===== config.mk =====
export PLATFORM = sky130hd
export DESIGN_NAME = uart_tx_flat
export DESIGN_NICKNAME = d
export VERILOG_FILES = /design/src/rtl/uart_pkg.sv /design/src/rtl/uart_tx_if.sv /design/src/rtl/uart_tx.sv /design/src/flat_wrapper.sv
export SDC_FILE = /design/constraint.sdc
export NUM_CORES = 1
export LEC_CHECK = 0
export ABC_AREA = 1
export ABC_CLOCK_PERIOD_IN_PS = 1700
export BUFFER_PORTS_ARGS = -buffer_cell sky130_fd_sc_hd__buf_2
export CORE_AREA = 2 2 46 48
export CTS_CLUSTER_SIZE = 8
export DETAILED_ROUTE_END_ITERATION = 8
export DIE_AREA = 0 0 48 50
export PLACE_DENSITY = 0.74
export SETUP_SLACK_MARGIN = 0.1
export SKIP_CTS_REPAIR_TIMING = 1
export SYNTH_ARGS = -nofsm -noshare
export SYNTH_HDL_FRONTEND = slang
export SYNTH_SLANG_ARGS = --single-unit

===== constraint.sdc =====
create_clock -name clk -period 1.7 [get_ports clk]
set_input_delay 0 -clock clk [delete_from_list [all_inputs] [get_ports clk]]
set_output_delay 0 -clock clk [all_outputs]
set_load 0.005 [all_outputs]

===== src/rtl/uart_pkg.sv =====
// Shared types and constants for the byte-wide UART transmitter.
// The optional parity stage is enabled by defining UART_TX_PARITY_EN.
`timescale 1ns/1ps

package uart_pkg;

    typedef enum logic [2:0] {
        IDLE,
        ARM,
        START,
        DATA,
        PARITY,
        STOP
    } uart_state_e;

    localparam int   DEF_DATA_BITS = 8;
    localparam int   DEF_STOP_BITS = 1;
    localparam logic LINE_IDLE     = 1'b1;

endpackage


===== src/rtl/uart_tx_if.sv =====
// Host-side start/ready handshake for the UART transmitter.
// The host is the master; the transmitter is the slave.
`timescale 1ns/1ps

interface uart_tx_if
    import uart_pkg::*;
#(
    parameter int DATA_BITS = DEF_DATA_BITS
) ();

    logic                 start;
    logic [DATA_BITS-1:0] data;
    logic                 ready;

    modport master (
        output start,
        output data,
        input  ready
    );

    modport slave (
        input  start,
        input  data,
        output ready
    );

endinterface


===== src/rtl/uart_tx.sv =====
// UART transmitter: serialises one DATA_BITS-wide word per accepted start, LSB first,
// with bit timing from an external baud_tick strobe. Define UART_TX_PARITY_EN for even parity.
`timescale 1ns/1ps

module uart_tx
    import uart_pkg::*;
#(
    parameter int DATA_BITS = DEF_DATA_BITS,
    parameter int STOP_BITS = DEF_STOP_BITS
) (
    input  logic     clk,
    input  logic     rst,
    input  logic     baud_tick,
    uart_tx_if.slave host,
    output logic     tx
);

    localparam int                CNT_W     = (DATA_BITS > 1) ? $clog2(DATA_BITS) : 1;
    localparam logic [CNT_W-1:0]  LAST_BIT  = CNT_W'(DATA_BITS - 1);
    localparam logic              LAST_STOP = 1'(STOP_BITS - 1);

    uart_state_e          state_q;
    logic [DATA_BITS-1:0] shift_q;
    logic [CNT_W-1:0]     bitCnt_q;
    logic                 stopCnt_q;
    logic                 tx_q;
    logic                 ready_q;
`ifdef UART_TX_PARITY_EN
    logic                 parity_q;
`endif

    assign tx         = tx_q;
    assign host.ready = ready_q;

    // Every line transition happens on a baud_tick edge, so the frame stays on the tick grid.
    always_ff @(posedge clk or posedge rst) begin
        if (rst) begin
            state_q   <= IDLE;
            shift_q   <= '0;
            bitCnt_q  <= '0;
            stopCnt_q <= 1'b0;
            tx_q      <= LINE_IDLE;
            ready_q   <= 1'b1;
`ifdef UART_TX_PARITY_EN
            parity_q  <= 1'b0;
`endif
        end else begin
            case (state_q)
                IDLE: begin
                    tx_q <= LINE_IDLE;
                    if (host.start) begin
                        shift_q  <= host.data;
                        ready_q  <= 1'b0;
                        state_q  <= ARM;
`ifdef UART_TX_PARITY_EN
                        parity_q <= ^host.data;
`endif
                    end
                end

                ARM: begin
                    if (baud_tick) begin
                        tx_q    <= 1'b0;
                        state_q <= START;
                    end
                end

                START: begin
                    if (baud_tick) begin
                        tx_q     <= shift_q[0];
                        shift_q  <= shift_q >> 1;
                        bitCnt_q <= '0;
                        state_q  <= DATA;
                    end
                end

                DATA: begin
                    if (baud_tick) begin
                        if (bitCnt_q == LAST_BIT) begin
`ifdef UART_TX_PARITY_EN
                            tx_q      <= parity_q;
                            state_q   <= PARITY;
`else
                            tx_q      <= LINE_IDLE;
                            stopCnt_q <= 1'b0;
                            state_q   <= STOP;
`endif
                        end else begin
                            tx_q     <= shift_q[0];
                            shift_q  <= shift_q >> 1;
                            bitCnt_q <= bitCnt_q + 1'b1;
                        end
                    end
                end

`ifdef UART_TX_PARITY_EN
                PARITY: begin
                    if (baud_tick) begin
                        tx_q      <= LINE_IDLE;
                        stopCnt_q <= 1'b0;
                        state_q   <= STOP;
                    end
                end
`endif

                STOP: begin
                    if (baud_tick) begin
                        if (stopCnt_q == LAST_STOP) begin
                            ready_q <= 1'b1;
                            state_q <= IDLE;
                        end else begin
                            stopCnt_q <= stopCnt_q + 1'b1;
                        end
                    end
                end

                default: begin
                    tx_q    <= LINE_IDLE;
                    ready_q <= 1'b1;
                    state_q <= IDLE;
                end
            endcase
        end
    end

endmodule


===== src/flat_wrapper.sv =====
// flat-port wrapper written by rule: the top's interface ports become plain ports
module uart_tx_flat import uart_pkg::*;
#(
    parameter int DATA_BITS = DEF_DATA_BITS,
    parameter int STOP_BITS = DEF_STOP_BITS
)
  (clk, rst, baud_tick, tx, host_start, host_data, host_ready);
  uart_tx_if #(.DATA_BITS(DATA_BITS)) host_i ();
  input  logic clk;
  input  logic rst;
  input  logic baud_tick;
  output logic tx;
  input wire logic [$bits(host_i.start)-1:0] host_start;
  input wire logic [$bits(host_i.data)-1:0] host_data;
  output wire logic [$bits(host_i.ready)-1:0] host_ready;
  assign host_i.start = host_start;
  assign host_i.data = host_data;
  assign host_ready = host_i.ready;
  uart_tx #(.DATA_BITS(DATA_BITS), .STOP_BITS(STOP_BITS)) u_core (.clk(clk), .rst(rst), .baud_tick(baud_tick), .host(host_i), .tx(tx));
endmodule

======== Word-level counts from Yosys, hierarchy flattened ========
Cells that the tools add are included.
operators by class
  $add $sub $neg .......................... 2
  equality and inequality tests ........... 13
  multiplexer cells ....................... 31
  bitwise operators ....................... 2
  reduce and logical (&&, ||, !) cells .... 11
operators with widths
  kind                   count
  $mux W8                4
  $mux W3                10
  $pmux W8 S3            1
  $reduce_and A4 Y1      4
  $pmux W3 S5            1
  $ne A2 B2 Y1 const B   7
  $mux W1                11
  $reduce_and A7 Y1      1
  $eq A3 B2 Y1 const B   2
  $eq A3 B3 Y1 const B   2
  $pmux W3 S2            1
  $reduce_and A5 Y1      1
  $pmux W1 S4            1
  $reduce_bool A2 Y1     2
  $add A3 B1 Y3 const B  1
  $eq A3 B1 Y1 const B   1
  $logic_not A3 Y1       1
  $pmux W1 S3            1
  $reduce_bool A3 Y1     1
  $reduce_or A3 Y1       1
  $ne A2 B1 Y1 const B   1
  $not A1 Y1             2
  $pmux W1 S2            1
  $add A1 B1 Y1 const B  1
word-level totals
  register bits after elaboration ......... 17
  input bits .............................. 12
  output and inout port bits .............. 2
  word-level logic and storage cells ...... 65

======== Depth between registers and ports, before layout ========
  depth in word-level cells ............... 4
  gate-level depth with buffers ........... 8
  gate-level depth less buffers ........... 8

======== Least setup slack after synthesis ========
Ideal clock, no wire load.
  path kind ............................... register to register
  from .................................... register u_core.bitCnt_q[0]
  to ...................................... register u_core.shift_q[0]
  library setup time ...................... 65 ps
  arrival time ............................ 1246 ps
  required time ........................... 1635 ps
  setup slack ............................. 389 ps
  cell stages (with the launch flop) ...... 8
  path buffers ............................ 0
  clock period less this slack ............ 1311 ps
  cells stage by stage .................... dfrtp_1 ha_1 ha_1 nand4_2 nand3_4 nor2_4 nand2_1 nand2_1
on the way
  longest elaborated chain between the ends .. 3
RTL lines
  item                         RTL line       RTL
  start, declared              uart_tx.sv:24  logic [CNT_W-1:0] bitCnt_q;
  start signal, assigned       uart_tx.sv:91  bitCnt_q <= bitCnt_q + 1'b1;
  $eq A3 B3 Y1                 uart_tx.sv:79  if (bitCnt_q == LAST_BIT) begin
  $ne A2 B2 Y1 (no line)       --
  $reduce_and A5 Y1 (no line)  --
  end signal, assigned         uart_tx.sv:52  shift_q <= host.data;
  end signal, assigned         uart_tx.sv:71  shift_q <= shift_q >> 1;
  end signal, assigned         uart_tx.sv:90  shift_q <= shift_q >> 1;
  end, declared                uart_tx.sv:23  logic [DATA_BITS-1:0] shift_q;
Every way passes these cells.
A chain may end at the register's enable or synchronous reset.

======== Worst setup path in the final report ========
  from .................................... register u_core.state_q[1]
  to ...................................... register u_core.shift_q[2]
on the way
  longest elaborated chain between the ends .. 3
  elaborated cells between the ends (all ways) .. 10
  those cells by class .................... eq/ne: 6; mux: 1; reduce/logical: 3
RTL lines
  item                                                          RTL line       RTL
  start, declared                                               uart_tx.sv:22  uart_state_e state_q;
  start signal, assigned                                        uart_tx.sv:38  state_q <= IDLE;
  start signal, assigned                                        uart_tx.sv:54  state_q <= ARM;
  start signal, assigned                                        uart_tx.sv:64  state_q <= START;
  $eq A3 B2 Y1 or $logic_not A3 Y1 (tied branches)              uart_tx.sv:48  case (state_q)
  $ne A2 B2 Y1 (no line) or $reduce_bool A3 Y1 (tied branches)  --
  $reduce_and A5 Y1 (no line)                                   --
Parallel ways exist; a longest one is shown, timed or not.

==> summary.md <==
| Metric | Value |
|---|---|
| CTS Root Cell | clkbuf_4 |
| Static leakage | 0.627 nW |
| Hold endpoint | u_core.shift_q[7]$_DFFE_PP0P_ |
| Max-Slew Margin vs Limit | 58.6% |
| Fin crit period | 1.47 ns |
| Critical path required time | 1.93 ns |
| Clk buf depth | 2 |
| First-pass GRT wire length | 3560 um |
| Setup crit end kind | register |
| Met3 wire len | 110 um |
| Syn_area_per_cell | 7.65 um^2 |
| Worst vdd ir | 0.956 mV |
| Hold crit path type | in -> reg |
| Port-buffer cells | 13 |
| FMAX | 0.679 GHz |
| RSZ-0062 raised after global routing | no |
| Final setup fails | 0 |
| Num CTS Buffers | 3 |
| Die W | 48 um |
| Slew at the pin with the worst max-slew slack | 0.620 ns |
| R2R cell count | 6 |
| Die area | 2400 um^2 |
| Post-synthesis sequential area ratio | 40.8% |
| Largest net degree at the start of global routing | 17 |
| Util after Layout | 60.8% |
| Worst-Skew Late Latency | 0.29 ns |
| R2r startpoint | u_core.state_q[1]$_DFFE_PP0P_ |
| Final hold vios | 0 |
| Routed len/inst | 12.5 um |
| DRT iter0 DRCs | 20 |
| Clk slew on worst S/H paths | 0.09 ns |
| Setup tns final | 0 ns |
| Crit path kind | reg -> reg |
| PwrDens | 1910 nW/um^2 |
| Total GRT Usage | 20.3% |
| YS warnings | 0 |
| Cells after synthesis | 129 |
| Worst Hold Path Cells | 5 |
| Post-Place Cells | 169 |
| Max-capacitance violation count | 0 |
| Initial antenna violation count | 0 |
| Vias | 926 |
| Met2 WL | 1050 um |
| Post-detail-place hpwl | 1490 um |
| Nets | 163 |
| Synthesized Nets | 143 |
| Die height | 50 um |
| Routability cong. | 0.919 |
| Vias per cell | 5.29 |
| Layout area overhead | 17.1% |
| H-tree depth | 1 |
| Startpoint Class | register |
| Post-synthesis cell type count | 24 |
| First-pass DRT Iterations | 4 |
| Worst Min Path Start | host_data[7] |
| CORE AREA | 1900 um^2 |
| #FFs+latches synth | 16 |
| CTS tree | done |
| I/O pin cnt | 14 |
| M1 WL | 990 um |
| Overall routed net length | 2180 um |
| Worst reg2reg endpoint | u_core.shift_q[2]$_DFFE_PP0P_ |
| Clk sinks | 16 |
| Slew Limit Fails | 0 |
| Mapped Area | 987 um^2 |
| Row count | 16 |
| Final Skew | 0.00272 ns |
| FF-to-FF setup slack | 0.23 ns |
| DRC viols | 0 |
| CP arrival | 1.70 ns |
| Initial Util | 51.9% |
| Top Metal Used | met4 |
| Status | complete, no violations |
| ANT cells | 0 |
| Final cell count without fillers | 175 |
| Crit path max fanout | 8 |
| Layout cells sized above 1 | 26.4% |
| Grt ovf | 0 |
| Vias in the first global route | 801 |
| Fin crit share | 86.6% |
| Antenna Nets Post-Route | 0 |
==> cell usage after synthesis, drive strengths merged <==
| cell | number | area share (%) |
|---|---|---|
| inv | 12 | 4.6 |
| o21ai | 15 | 8.7 |
| a21oi | 1 | 0.89 |
| nand4 | 2 | 1.9 |
| buf | 2 | 1.5 |
| dfstp | 2 | 5.3 |
| nand3 | 18 | 12 |
| nor2 | 7 | 3.7 |
| ha | 2 | 2.5 |
| or2 | 1 | 0.63 |
| nand2 | 50 | 20 |
| o21bai | 2 | 1.5 |
| dfrtp | 14 | 35 |
| o31ai | 1 | 0.76 |
==> worst max-delay path by stage <==
stage,startpoint,endpoint,slack [ns],cells after the start
finish,u_core.state_q[1]$_DFFE_PP0P_,u_core.shift_q[2]$_DFFE_PP0P_,0.23,6
global route,u_core.state_q[1]$_DFFE_PP0P_,u_core.shift_q[0]$_DFFE_PP0P_,0.11,6
CTS,u_core.bitCnt_q[0]$_DFFE_PP0P_,u_core.shift_q[5]$_DFFE_PP0P_,0.21,7
detailed placement,u_core.bitCnt_q[0]$_DFFE_PP0P_,u_core.shift_q[5]$_DFFE_PP0P_,0.23,7
global placement,u_core.bitCnt_q[0]$_DFFE_PP0P_,u_core.shift_q[6]$_DFFE_PP0P_,0.25,7
floorplan,u_core.bitCnt_q[0]$_DFFE_PP0P_,u_core.shift_q[0]$_DFFE_PP0P_,0.39,7
==> logic make-up after synthesis <==
family | after synthesis | synth area share, %
AND/OR/NAND/NOR | 78 | 38.7
buffers and inverters | 14 | 6.08
flip-flops | 16 | 40.8
AO/OA/AOI/OAI | 19 | 11.9
adder cells (fa/ha/maj) | 2 | 2.53
==> critical path, cell delays in order, from the launching register on <==
cell and delay [ns]:
dfrtp_2 0.51, inv_2 0.11, a21oi_2 0.29, nand3_4 0.15, nor2_4 0.21, nand2_1 0.08, nand2_1 0.07
==> state kept, by name, summed over array words and instances (netlist names) <==
signal,count
u_core.bitCnt_q,3
u_core.host.ready,1
u_core.state_q,3
u_core.shift_q,8
u_core.tx,1
==> area by class of cell <==
type                            instances  area (um^2)
Clock buffer                            4         36.3
Fill cell                             170          746
Inverter                               12         45.0
Multi-Input combinational cell        100          546
Sequential cell                        16          405
Tap cell                               27         33.8
Timing Repair Buffer                   16         90.1
==> through the flow <==
step | area (um^2) | hold slack [ns] | setup slack (ns) | total power, W
after floorplan | 987 | -0.0877 | 0.389 | 0.00163
after global placement | 1090 | 0.107 | 0.250 | 0.00185
after detailed placement | 1090 | 0.116 | 0.230 | 0.00188
after CTS | 1120 | -0.205 | 0.208 | 0.00215
after global routing | 1160 | 0.0463 | 0.109 | 0.00243
final | 1160 | 0.0228 | 0.227 | 0.00221
==> cell usage in the layout, fill, tap and decap left out, types with 3 or more instances in the layout <==
cell type	instances
buf_2	13
nand3_1	15
o21ai_0	11
nand2_1	47
dfrtp_1	12
nor2_1	5
inv_1	10
o21ai_1	3
clkbuf_4	3
==> layer usage <==
metal | global-route usage [%] | vias to the layer above
met5 | 0 | -
met4 | 6.76 | 0
met3 | 4.40 | 4
met1 | 29.1 | 425
li1 | - | 461
met2 | 29.8 | 36
==> power breakdown <==
part	internal, W	switching [W]
registers	0.000569	0.000176
logic	0.000440	0.000768
clock network	0.000130	0.000122
No activity file was read; power rests on OpenSTA's default activity.
